<file path="src/rtl/instr_encoder_if.sv">
`default_nettype none
// ============================================================================
// Module      : instr_encoder_if
// Description : Request channel into the instruction encoder. It carries a
//               valid/ready handshake and the symbolic fields of one
//               instruction.
//               master : the request producer (bench / boot logic)
//               slave  : the encoder
//   in_valid  : request valid            in_ready  : encoder can accept
//   in_kind   : 0 DP reg, 1 DP imm, 2 LDR, 3 STR, 4 B, 5-7 illegal
//   in_cmd    : DP command               in_s      : DP S bit
//   in_cond   : condition field          in_rn/rd/rm : register fields
//   in_imm    : rot/imm8 or offset       in_target : branch word address
// Revision    : 1.0 - initial release
// ============================================================================
interface instr_encoder_if #(
  parameter int ADDR_W = 6
);
  logic              in_valid;
  logic              in_ready;
  logic [2:0]        in_kind;
  logic [3:0]        in_cmd;
  logic              in_s;
  logic [3:0]        in_cond;
  logic [3:0]        in_rn;
  logic [3:0]        in_rd;
  logic [3:0]        in_rm;
  logic [11:0]       in_imm;
  logic [ADDR_W-1:0] in_target;

  modport master (
    output in_valid, in_kind, in_cmd, in_s, in_cond, in_rn, in_rd, in_rm,
           in_imm, in_target,
    input  in_ready
  );

  modport slave (
    input  in_valid, in_kind, in_cmd, in_s, in_cond, in_rn, in_rd, in_rm,
           in_imm, in_target,
    output in_ready
  );
endinterface
`default_nettype wire

</file>
<file path="src/rtl/instr_encoder.sv">
`default_nettype none
// ============================================================================
// Module      : instr_encoder
// Description : Accepts symbolic instruction requests, packs each one into a
//               32-bit machine word, and writes it to the next word of
//               instruction memory. One request is handled every two cycles:
//               the request is accepted in IDLE and written in WRITE.
// Ports       : clk, reset (sync, active high), clear (sync pointer restart)
//               req       : request channel (instr_encoder_if.slave)
//               imem_we/imem_addr/imem_wd : instruction-memory write port
//               count     : words written since reset/clear
//               full      : count == 2**ADDR_W, no further requests accepted
//               err       : sticky flag for an illegal request
// Parameters  : ADDR_W word-address width, supported range 1..21
// Revision    : 1.0 - initial release
// ============================================================================
module instr_encoder #(
  parameter int ADDR_W = 6
) (
  input  logic              clk,
  input  logic              reset,
  input  logic              clear,
  instr_encoder_if.slave    req,
  output logic              imem_we,
  output logic [ADDR_W-1:0] imem_addr,
  output logic [31:0]       imem_wd,
  output logic [ADDR_W:0]   count,
  output logic              full,
  output logic              err
);

  localparam logic [2:0] c_kind_dp_reg = 3'd0;
  localparam logic [2:0] c_kind_dp_imm = 3'd1;
  localparam logic [2:0] c_kind_ldr    = 3'd2;
  localparam logic [2:0] c_kind_str    = 3'd3;
  localparam logic [2:0] c_kind_b      = 3'd4;

  localparam logic [3:0] c_cmd_and = 4'b0000;
  localparam logic [3:0] c_cmd_sub = 4'b0010;
  localparam logic [3:0] c_cmd_add = 4'b0100;
  localparam logic [3:0] c_cmd_orr = 4'b1100;

  localparam logic [ADDR_W+1:0] c_pc_ahead = (ADDR_W+2)'(2);

  typedef enum logic [0:0] {
    S_IDLE  = 1'b0,
    S_WRITE = 1'b1
  } state_t;

  typedef struct packed {
    logic [2:0]        kind;
    logic [3:0]        cmd;
    logic              s;
    logic [3:0]        cond;
    logic [3:0]        rn;
    logic [3:0]        rd;
    logic [3:0]        rm;
    logic [11:0]       imm;
    logic [ADDR_W-1:0] target;
  } req_t;

  state_t            state_q, state_d;
  req_t              req_q, req_d;
  logic [ADDR_W:0]   count_q, count_d;
  logic              err_q, err_d;

  logic              w_kill;
  logic              w_accept;
  logic              w_legal;
  logic [1:0]        w_op;
  logic [5:0]        w_funct;
  logic [11:0]       w_src2;
  logic [ADDR_W+1:0] w_br_off;
  logic [31:0]       w_enc;

  assign w_kill = reset | clear;

  // count never exceeds 2**ADDR_W, so its top bit alone marks full.
  assign full        = count_q[ADDR_W];
  assign req.in_ready = (state_q == S_IDLE) & ~full & ~clear;
  assign w_accept    = req.in_valid & req.in_ready;

  always_comb begin
    w_legal = 1'b0;
    case (req_q.kind)
      c_kind_dp_reg, c_kind_dp_imm:
        w_legal = (req_q.cmd == c_cmd_add) | (req_q.cmd == c_cmd_sub) |
                  (req_q.cmd == c_cmd_and) | (req_q.cmd == c_cmd_orr);
      c_kind_ldr, c_kind_str, c_kind_b:
        w_legal = 1'b1;
      default:
        w_legal = 1'b0;
    endcase
  end

  // Branch offset is relative to the write address plus two words, worked
  // out two bits wider than the address so the sign survives.
  assign w_br_off = {2'b00, req_q.target} - {2'b00, count_q[ADDR_W-1:0]} - c_pc_ahead;

  always_comb begin
    w_op    = 2'b00;
    w_funct = 6'b000000;
    w_src2  = 12'h000;
    case (req_q.kind)
      c_kind_dp_reg: begin
        w_funct = {1'b0, req_q.cmd, req_q.s};
        w_src2  = {8'h00, req_q.rm};
      end
      c_kind_dp_imm: begin
        w_funct = {1'b1, req_q.cmd, req_q.s};
        w_src2  = req_q.imm;
      end
      c_kind_ldr: begin
        w_op    = 2'b01;
        w_funct = 6'b011001;
        w_src2  = req_q.imm;
      end
      c_kind_str: begin
        w_op    = 2'b01;
        w_funct = 6'b011000;
        w_src2  = req_q.imm;
      end
      default: begin
        w_op    = 2'b00;
        w_funct = 6'b000000;
        w_src2  = 12'h000;
      end
    endcase

    if (req_q.kind == c_kind_b) begin
      w_enc = {req_q.cond, 2'b10, 2'b10,
               {(22-ADDR_W){w_br_off[ADDR_W+1]}}, w_br_off};
    end else begin
      w_enc = {req_q.cond, w_op, w_funct, req_q.rn, req_q.rd, w_src2};
    end
  end

  always_comb begin
    state_d = state_q;
    req_d   = req_q;
    count_d = count_q;
    err_d   = err_q;
    imem_we = 1'b0;

    case (state_q)
      S_IDLE: begin
        if (w_accept) begin
          req_d.kind   = req.in_kind;
          req_d.cmd    = req.in_cmd;
          req_d.s      = req.in_s;
          req_d.cond   = req.in_cond;
          req_d.rn     = req.in_rn;
          req_d.rd     = req.in_rd;
          req_d.rm     = req.in_rm;
          req_d.imm    = req.in_imm;
          req_d.target = req.in_target;
          state_d      = S_WRITE;
        end
      end
      S_WRITE: begin
        state_d = S_IDLE;
        if (w_legal) begin
          imem_we = 1'b1;
          count_d = count_q + 1'b1;
        end else begin
          err_d = 1'b1;
        end
      end
      default: state_d = S_IDLE;
    endcase

    // A restart aborts any pending write in the same cycle.
    if (w_kill) begin
      state_d = S_IDLE;
      count_d = '0;
      err_d   = 1'b0;
      imem_we = 1'b0;
    end
  end

  always_ff @(posedge clk) begin
    if (reset) begin
      state_q <= S_IDLE;
      req_q   <= '0;
      count_q <= '0;
      err_q   <= 1'b0;
    end else begin
      state_q <= state_d;
      req_q   <= req_d;
      count_q <= count_d;
      err_q   <= err_d;
    end
  end

  assign imem_addr = count_q[ADDR_W-1:0];
  assign imem_wd   = imem_we ? w_enc : 32'h0000_0000;
  assign count     = count_q;
  assign err       = err_q;

endmodule
`default_nettype wire

</file>
<file path="src/flat_wrapper.sv">
// flat-port wrapper written by rule: the top's interface ports become plain ports
module instr_encoder_flat 
#(
  parameter int ADDR_W = 6
)
  (clk, reset, clear, imem_we, imem_addr, imem_wd, count, full, err, req_in_valid, req_in_kind, req_in_cmd, req_in_s, req_in_cond, req_in_rn, req_in_rd, req_in_rm, req_in_imm, req_in_target, req_in_ready);
  instr_encoder_if #(.ADDR_W(ADDR_W)) req_i ();
  input  logic clk;
  input  logic reset;
  input  logic clear;
  output logic imem_we;
  output logic [ADDR_W-1:0] imem_addr;
  output logic [31:0] imem_wd;
  output logic [ADDR_W:0] count;
  output logic full;
  output logic err;
  input wire logic [$bits(req_i.in_valid)-1:0] req_in_valid;
  input wire logic [$bits(req_i.in_kind)-1:0] req_in_kind;
  input wire logic [$bits(req_i.in_cmd)-1:0] req_in_cmd;
  input wire logic [$bits(req_i.in_s)-1:0] req_in_s;
  input wire logic [$bits(req_i.in_cond)-1:0] req_in_cond;
  input wire logic [$bits(req_i.in_rn)-1:0] req_in_rn;
  input wire logic [$bits(req_i.in_rd)-1:0] req_in_rd;
  input wire logic [$bits(req_i.in_rm)-1:0] req_in_rm;
  input wire logic [$bits(req_i.in_imm)-1:0] req_in_imm;
  input wire logic [$bits(req_i.in_target)-1:0] req_in_target;
  output wire logic [$bits(req_i.in_ready)-1:0] req_in_ready;
  assign req_i.in_valid = req_in_valid;
  assign req_i.in_kind = req_in_kind;
  assign req_i.in_cmd = req_in_cmd;
  assign req_i.in_s = req_in_s;
  assign req_i.in_cond = req_in_cond;
  assign req_i.in_rn = req_in_rn;
  assign req_i.in_rd = req_in_rd;
  assign req_i.in_rm = req_in_rm;
  assign req_i.in_imm = req_in_imm;
  assign req_i.in_target = req_in_target;
  assign req_in_ready = req_i.in_ready;
  instr_encoder #(.ADDR_W(ADDR_W)) u_core (.clk(clk), .reset(reset), .clear(clear), .req(req_i), .imem_we(imem_we), .imem_addr(imem_addr), .imem_wd(imem_wd), .count(count), .full(full), .err(err));
endmodule
</file>
<file path="config.mk">
export PLATFORM = sky130hd
export DESIGN_NAME = instr_encoder_flat
export DESIGN_NICKNAME = d
export VERILOG_FILES = /design/src/rtl/instr_encoder_if.sv /design/src/rtl/instr_encoder.sv /design/src/flat_wrapper.sv
export SDC_FILE = /design/constraint.sdc
export NUM_CORES = 1
export LEC_CHECK = 0
export BUFFER_PORTS_ARGS = -buffer_cell sky130_fd_sc_hd__buf_4
export CAP_MARGIN = 20
export CORE_MARGIN = 3
export CORE_UTILIZATION = 33
export DETAILED_ROUTE_END_ITERATION = 16
export PLACE_DENSITY = 0.52
export SYNTH_ARGS = -nofsm -noshare
export SYNTH_HDL_FRONTEND = slang
export SYNTH_SLANG_ARGS = --single-unit
</file>
<file path="constraint.sdc">
create_clock -name clk -period 3.32 [get_ports clk]
set_input_delay 0.166 -clock clk [delete_from_list [all_inputs] [get_ports clk]]
set_output_delay 0.166 -clock clk [all_outputs]
set_load 0.03 [all_outputs]
</file>
==> results of run 1 <==
cell families (layout without fill, tap and decap cells):
group | Yosys count | in the layout
compound gates | 82 | 82
flops | 51 | 51
simple gates | 183 | 183
fa+ha+maj | 9 | 9
mux | 4 | 4
xor+xnor | 12 | 12
buf+inv | 41 | 119
power breakdown:
part,total (mW),internal (mW),switching [mW]
clock,0.391,0.171,0.220
combinational,0.244,0.112,0.132
sequential,0.653,0.636,0.0167
total,1.29,0.919,0.368
area by class of cell:
type / instances / area [um2]
clock buffers: 6 / 82.58
inverters: 11 / 42.54
fillers: 839 / 4362
clock inverters: 2 / 16.27
flip-flops and latches: 51 / 1022
multi-input cells: 290 / 1564
repair buffers: 100 / 750.7
well taps: 102 / 127.6
worst max-delay path: stages, from the launching register on:
cell and delay [ps]:
dfxtp_1 320, inv_1 50, ha_1 150, inv_1 70, fa_1 430, a21o_1 200
a21oi_1 180, xnor2_1 200, o21ai_1 120, a311o_2 400, nand2_4 220, nor3_1 90
buf_4 190
registers in the layout (all words and copies together), names as in the netlist:
name,count
u_core.req_q,42
u_core.err,1
u_core.state_q,1
u_core.count,7
what timing repair did:
action                     CTS  global route
hold buffers                 0             0
resized for setup            0             3
setup endpoints to repair    0             6
synthesized netlist by cell type (4+ instances only):
library cell,n,share of area
nand2_1,97,0.13
a21oi_1,59,0.11
dfxtp_1,51,0.37
nor2_1,46,0.062
clkbuf_1,15,0.020
inv_1,10,0.013
ha_1,8,0.036
xnor2_1,8,0.025
and2_1,7,0.016
buf_4,7,0.019
nor3_1,7,0.013
mux2i_1,4,0.014
o21ai_0,4,0.0072
cell usage in the layout (no fill, tap or decap), types with 2 or more instances in the layout:
cell type	instances
nor2_2	3
nand2b_1	2
xnor2_1	8
nor3_1	7
nand2_1	97
or3_1	2
nor2_1	46
o21ai_0	4
a31oi_1	3
dfxtp_1	50
nand3b_1	2
and2_1	7
nand3_1	3
nor2b_1	2
mux2i_1	4
buf_4	100
a22oi_1	3
a21oi_1	59
ha_1	8
nor3b_1	2
xor2_1	3
clkbuf_8	6
inv_1	10
worst max path at each step:
stage                    start     endpoint  slack [ps]  cells after the start
6_report       u_core.req_q[0]  imem_wd[22]         240                     12
3_5_place_dp   u_core.count[1]  imem_wd[23]         500                     10
4_1_cts        u_core.count[1]  imem_wd[23]         170                     10
2_1_floorplan  u_core.count[0]  imem_wd[23]         120                     10
3_3_place_gp   u_core.count[1]  imem_wd[22]         590                     10
5_1_grt        u_core.req_q[0]  imem_wd[23]          20                     12
per-layer routing:
layer / global-route usage / vias up
met5: 0 / -
li1: - / 1397
met1: 0.2062 / 1266
met4: 0.05857 / 0
met3: 0.02786 / 12
met2: 0.2780 / 59
==> key figures, run 1 <==
Setup path
  • Worst-path maximum fanout: 16
  • Worst Reg2Reg Path Length in Cells: 5
  • Reg2reg start: u_core.state_q
  • CP endpoint kind: output pin
  • CP Class: flip-flop to output pin
  • Crit path required time: 3150 ps
  • Crit path launch type: flip-flop
  • CP arrival: 2920 ps
  • R2r endpoint: u_core.req_q[14]
  • R2r setup slk: 1200 ps

Synth
  • Mean Syn Cell Area: 7.301 um2
  • Main synth FF type: dfxtp_1
  • Compound-Gate Fraction of Synth Area: 0.1700
  • Xor/xnor share of the synthesized area: 0.04262
  • Post-Synth Adder-Cell Area: 0.04307
  • Mapped Area: 0.002789 mm2
  • Largest family of logic cells by synthesized area: simple AND/OR/NAND/NOR gates
  • Mux share of post-synthesis cell area: 0.01436
  • Synthesized flop and latch total: 51
  • Yosys synthesis warning count: 0
  • Ys async rst share: 0
  • Syn Nets: 437
  • Simple-gate share of the synthesized area: 0.2885
  • Gate count of the mapped netlist: 382
  • Netlist cell types: 52
  • Sequential fraction of the synthesis area: 0.3661
  • Number of synthesized flops with an enable pin: 0

Clocking
  • H-tree levels: 2
  • Worst-skew pair later-pin latency: 310 ps
  • Clock sink count: 51
  • Clk slew on worst S/H paths: 110 ps
  • Root Buffer: clkbuf_8
  • Number of setup buffers added after CTS: 0
  • Max Buffers Root-to-Sink: 2
  • Num CTS Buffers: 5
  • CTS tree: built

Route
  • Initial DRC Count: 73
  • Top Metal Used: met4
  • Detail Route met2 WL: 3682 um
  • Via count: 2734
  • DR vias/cell: 4.865
  • DRT Wirelength: 7790 um
  • First-pass DRT Iterations: 4
  • Met1 wire length: 3627 um
  • Wire length per cell: 13.86 um
  • Remaining antenna violation count: 0
  • DR WL met3: 323 um
  • DR DRC count: 0

STA
  • Setup violators final: 0
  • Peak Freq: 324.2 MHz
  • Crit path time final: 3085 ps
  • Slew Viols, Final: 0
  • Worst rel slew slack: 0.3046
  • Setup ws final: 235.3 ps
  • RSZ-0062 raised after global routing: false
  • Setup TNS Final: 0 ps
  • Hold Worst Slack: 90.06 ps
  • Worst-Margin Slew: 1041 ps
  • Final hold viol count: 0
  • Layout Skew: 11.06 ps
  • Final period utilization: 0.9291

Min path
  • Hold depth: 3
  • HP Class: primary input to flip-flop
  • WHS Endpoint: u_core.req_q[30]
  • Hold Path Origin: req_in_cond[0]

Die
  • Die Wd: 97.93 um
  • Initial Util: 0.3500
  • Die footprint: 0.009590 mm2
  • Core area: 0.007968 mm2
  • Site Rows: 32
  • Die H: 97.93 um
  • IO Count: 95

Global routing
  • GRT Residual Overflow: 0
  • Total GRT Usage: 0.1628
  • Initial antenna violation count: 0
  • Global-route wire length before repair: 12830 um
  • Vias in the first global route: 2612
  • Largest net degree at the start of global routing: 45

Pwr
  • PD cells: 357.0 mW/mm2
  • P_leak: 1.477 nW
  • Max VDD drop: 0.1523 mV
  • Tot Pwr: 1.287 mW

Place
  • IO buf count: 94
  • Post-Place Setup Slack: 501.3 ps
  • Placement Cell Area: 0.003500 mm2
  • HPWL Detailed: 5617 um
  • Inst Count DP: 554
  • Final Wtd Congestion: 0.8412

Layout
  • Final nets: 514
  • # diodes: 0
  • Fin cells: 562
  • Area grow syn2layout: 29.30%
  • Ratio of cells with drive above 1 in the final layout: 0.2717
  • Post-route cell area: 0.003606 mm2
  • Core Util, Final: 0.4526

Status
  • Status: finished, final reports clean

Job
  • Max-cap violation count: 0
Power figures use the tool's default switching activity.
==> run 2: changes to the inputs <==
PLACE_DENSITY = unset   (was 0.52)
==> run 2 against run 1 <==
  * Wire length is 3.3% lower
  * Critical path depth is 1 lower
  * Fmax down 1.2%
  * Via count down 1.3%
  * First-iteration DRC count down 15%
  * Clock-buffer cell count unchanged
  * Clock power down 6.6%
  * Clock skew about the same
  * Critical endpoint unchanged
  * Largest cell class unchanged
  * Largest power group unchanged
==> key figures, run 2 (synthesis results as in run 1) <==
Job
  • Max-cap violation count: 0 (unchanged)

Global routing
  • Global-route met3 utilization: 0.04000 (was 0.02786)
  • Met1 Use GR: 0.2002 (was 0.2062)
  • Total GRT Usage: 0.1580 (was 0.1628)
  • Largest net degree at the start of global routing: 45 (unchanged)
  • Initial antenna violation count: 0 (unchanged)
  • GR peak layer: met2 (unchanged)
  • GRT Residual Overflow: 0 (unchanged)
  • Vias in the first global route: 2730 (was 2612)
  • GRT met2 Usage: 0.2665 (was 0.2780)
  • Global-route wire length before repair: 12590 um (was 12830 um)

STA
  • Hold Worst Slack: 93.38 ps (was 90.06 ps)
  • Setup violators final: 0 (unchanged)
  • Slew Viols, Final: 0 (unchanged)
  • Final period utilization: 0.9400 (was 0.9291)
  • Worst-Margin Slew: 698.7 ps (was 1041 ps)
  • Setup TNS Final: 0 ps (unchanged)
  • Layout Skew: 11.47 ps (was 11.06 ps)
  • Peak Freq: 320.4 MHz (was 324.2 MHz)
  • RSZ-0062 raised after global routing: false (unchanged)
  • Worst rel slew slack: 0.5342 (was 0.3046)
  • Final hold viol count: 0 (unchanged)
  • Setup ws final: 199.2 ps (was 235.3 ps)
  • Crit path time final: 3121 ps (was 3085 ps)

Route
  • Initial DRC Count: 62 (was 73)
  • Remaining antenna violation count: 0 (unchanged)
  • DR vias/cell: 4.820 (was 4.865)
  • DR DRC count: 0 (unchanged)
  • DRT Wirelength: 7534 um (was 7790 um)
  • First-pass DRT Iterations: 4 (unchanged)
  • Wire length per cell: 13.45 um (was 13.86 um)
  • Via count: 2699 (was 2734)

Setup path
  • CP Class: flip-flop to output pin (unchanged)
  • Crit path required time: 3150 ps (about the same)
  • Crit-path slowest cell: fa_1 (unchanged)
  • Worst Reg2Reg Path Length in Cells: 7 (was 5)
  • Worst-path maximum fanout: 16 (unchanged)
  • Crit path launch type: flip-flop (unchanged)
  • Max incr delay on CP: 440 ps (was 430 ps)
  • CP endpoint kind: output pin (unchanged)
  • Cell Chain, Critical Path: ha_1 > inv_1 > fa_1 > a21o_1 > a21oi_1 > xnor2_1 > o21ai_1 > a311o_2 > nand2_4 > nor3_1 > buf_4 (was inv_1 > ha_1 > inv_1 > fa_1 > a21o_1 > a21oi_1 > xnor2_1 > o21ai_1 > a311o_2 > nand2_4 > nor3_1 > buf_4)
  • CP arrival: 2950 ps (was 2920 ps)

Layout
  • Area grow syn2layout: 28.89% (was 29.30%)
  • Most frequent cells in the layout: nand2_1 (97), buf_4 (97), a21oi_1 (59), dfxtp_1 (50), nor2_1 (46) (was buf_4 (100), nand2_1 (97), a21oi_1 (59), dfxtp_1 (50), nor2_1 (46))
  • Final nets: 512 (was 514)
  • Largest register FFs: 42 (unchanged)
  • Core Util, Final: 0.4512 (was 0.4526)
  • Fin cells: 560 (was 562)
  • # diodes: 0 (unchanged)
  • Post-route cell area: 0.003595 mm2 (was 0.003606 mm2)
  • Ratio of cells with drive above 1 in the final layout: 0.2664 (was 0.2717)
  • Top reg by flops: u_core.req_q (unchanged)

Pwr
  • PD cells: 350.4 mW/mm2 (was 357.0 mW/mm2)
  • Tot Pwr: 1.260 mW (was 1.287 mW)
  • Switching Fraction: 0.2855 (was 0.2861)
  • Internal power: 0.8999 mW (was 0.9189 mW)
  • Clock share of power: 0.290 (was 0.303)
  • Combinational share of power: 0.192 (was 0.189)
  • Max VDD drop: 0.1759 mV (was 0.1523 mV)
  • Sequential power share: 0.518 (was 0.507)
  • Switch Pwr: 0.3597 mW (was 0.3683 mW)
  • P_leak: 1.469 nW (was 1.477 nW)

Status
  • Status: finished, final reports clean (unchanged)

Clocking
  • PostCTS Resize Cnt: 0 (unchanged)
  • Hold buffer count at cts: 0 (unchanged)
  • CTS tree: built (unchanged)
  • Worst-skew pair later-pin latency: 310 ps (about the same)
  • H-tree levels: 2 (unchanged)
  • Number of setup buffers added after CTS: 0 (unchanged)
  • Clk slew on worst S/H paths: 100 ps (was 110 ps)
  • Num CTS Buffers: 5 (unchanged)
  • Root Buffer: clkbuf_8 (unchanged)
  • Max Buffers Root-to-Sink: 2 (unchanged)
  • Clock sink count: 51 (unchanged)

Place
  • IO buf count: 94 (unchanged)
  • Placement Cell Area: 0.003497 mm2 (was 0.003500 mm2)
  • Final Wtd Congestion: 0.8617 (was 0.8412)
  • Inst Count DP: 552 (was 554)
  • Post-Place Setup Slack: 504.7 ps (was 501.3 ps)
  • HPWL Detailed: 5543 um (was 5617 um)

Min path
  • Hold depth: 3 (unchanged)
  • HP Class: primary input to flip-flop (unchanged)

Die
  • Initial Util: 0.3500 (unchanged)
  • IO Count: 95 (unchanged)
  • Core area: 0.007968 mm2 (unchanged)
  • Site Rows: 32 (unchanged)
  • Die H: 97.93 um (unchanged)
  • Die Wd: 97.93 um (unchanged)
  • Die footprint: 0.009590 mm2 (unchanged)
[run 2: cell count changes in the layout (fill, tap and decap cells not counted)]
cell        before  now
clkbuf_8         6    5
a2111oi_2        0    1
a211oi_2         1    0
buf_12           0    1
a2111oi_1        1    0
clkinvlp_4       1    0
clkbuf_1         0    1
buf_4          100   97
a211oi_1         1    2
clkinv_4         1    2
[run 2: final cells by class]
class	instances	area [um2]
well taps	102	127.6
clock buffers	6	72.57
fillers	837	4373
inverters	11	42.54
multi-input cells	290	1564
clock inverters	2	17.52
flip-flops and latches	51	1022
repair buffers	98	748.2
[run 2: path summary, 6_finish.rpt]
path                    start  slack [ps]          endpoint
max           u_core.count[0]         200       imem_wd[22]
min            req_in_cond[3]          90  u_core.req_q[33]
max reg2reg  u_core.req_q[40]        1340   u_core.count[5]
min reg2reg  u_core.req_q[32]         460  u_core.req_q[32]
[run 2: metal layers]
layer | part of all wire | wire length [um] | vias to the layer above
met4 | 0.015 | 114 | 0
met1 | 0.45 | 3390 | 1233
met2 | 0.48 | 3607 | 64
met5 | 0 | 0 | -
met3 | 0.056 | 421 | 9
li1 | - | - | 1393
[run 2: critical path, delay by kind of cell (launching register included)]
| family | cells | cell delay [ps] |
|---|---|---|
| AND/OR/NAND/NOR | 2 | 310 |
| flip-flops | 1 | 360 |
| adder cells (fa/ha/maj) | 2 | 610 |
| buffers and inverters | 2 | 250 |
| XOR/XNOR | 1 | 210 |
| AO/OA/AOI/OAI | 4 | 930 |
[run 2: power by group through the flow]
stage               clock [mW]  sequential [mW]  combinational (mW)
floorplan                    0            0.662               0.165
global placement             0            0.666               0.241
detailed placement           0            0.667               0.242
CTS                      0.380            0.653               0.243
global route             0.402            0.657               0.270
finish                   0.365            0.653               0.242
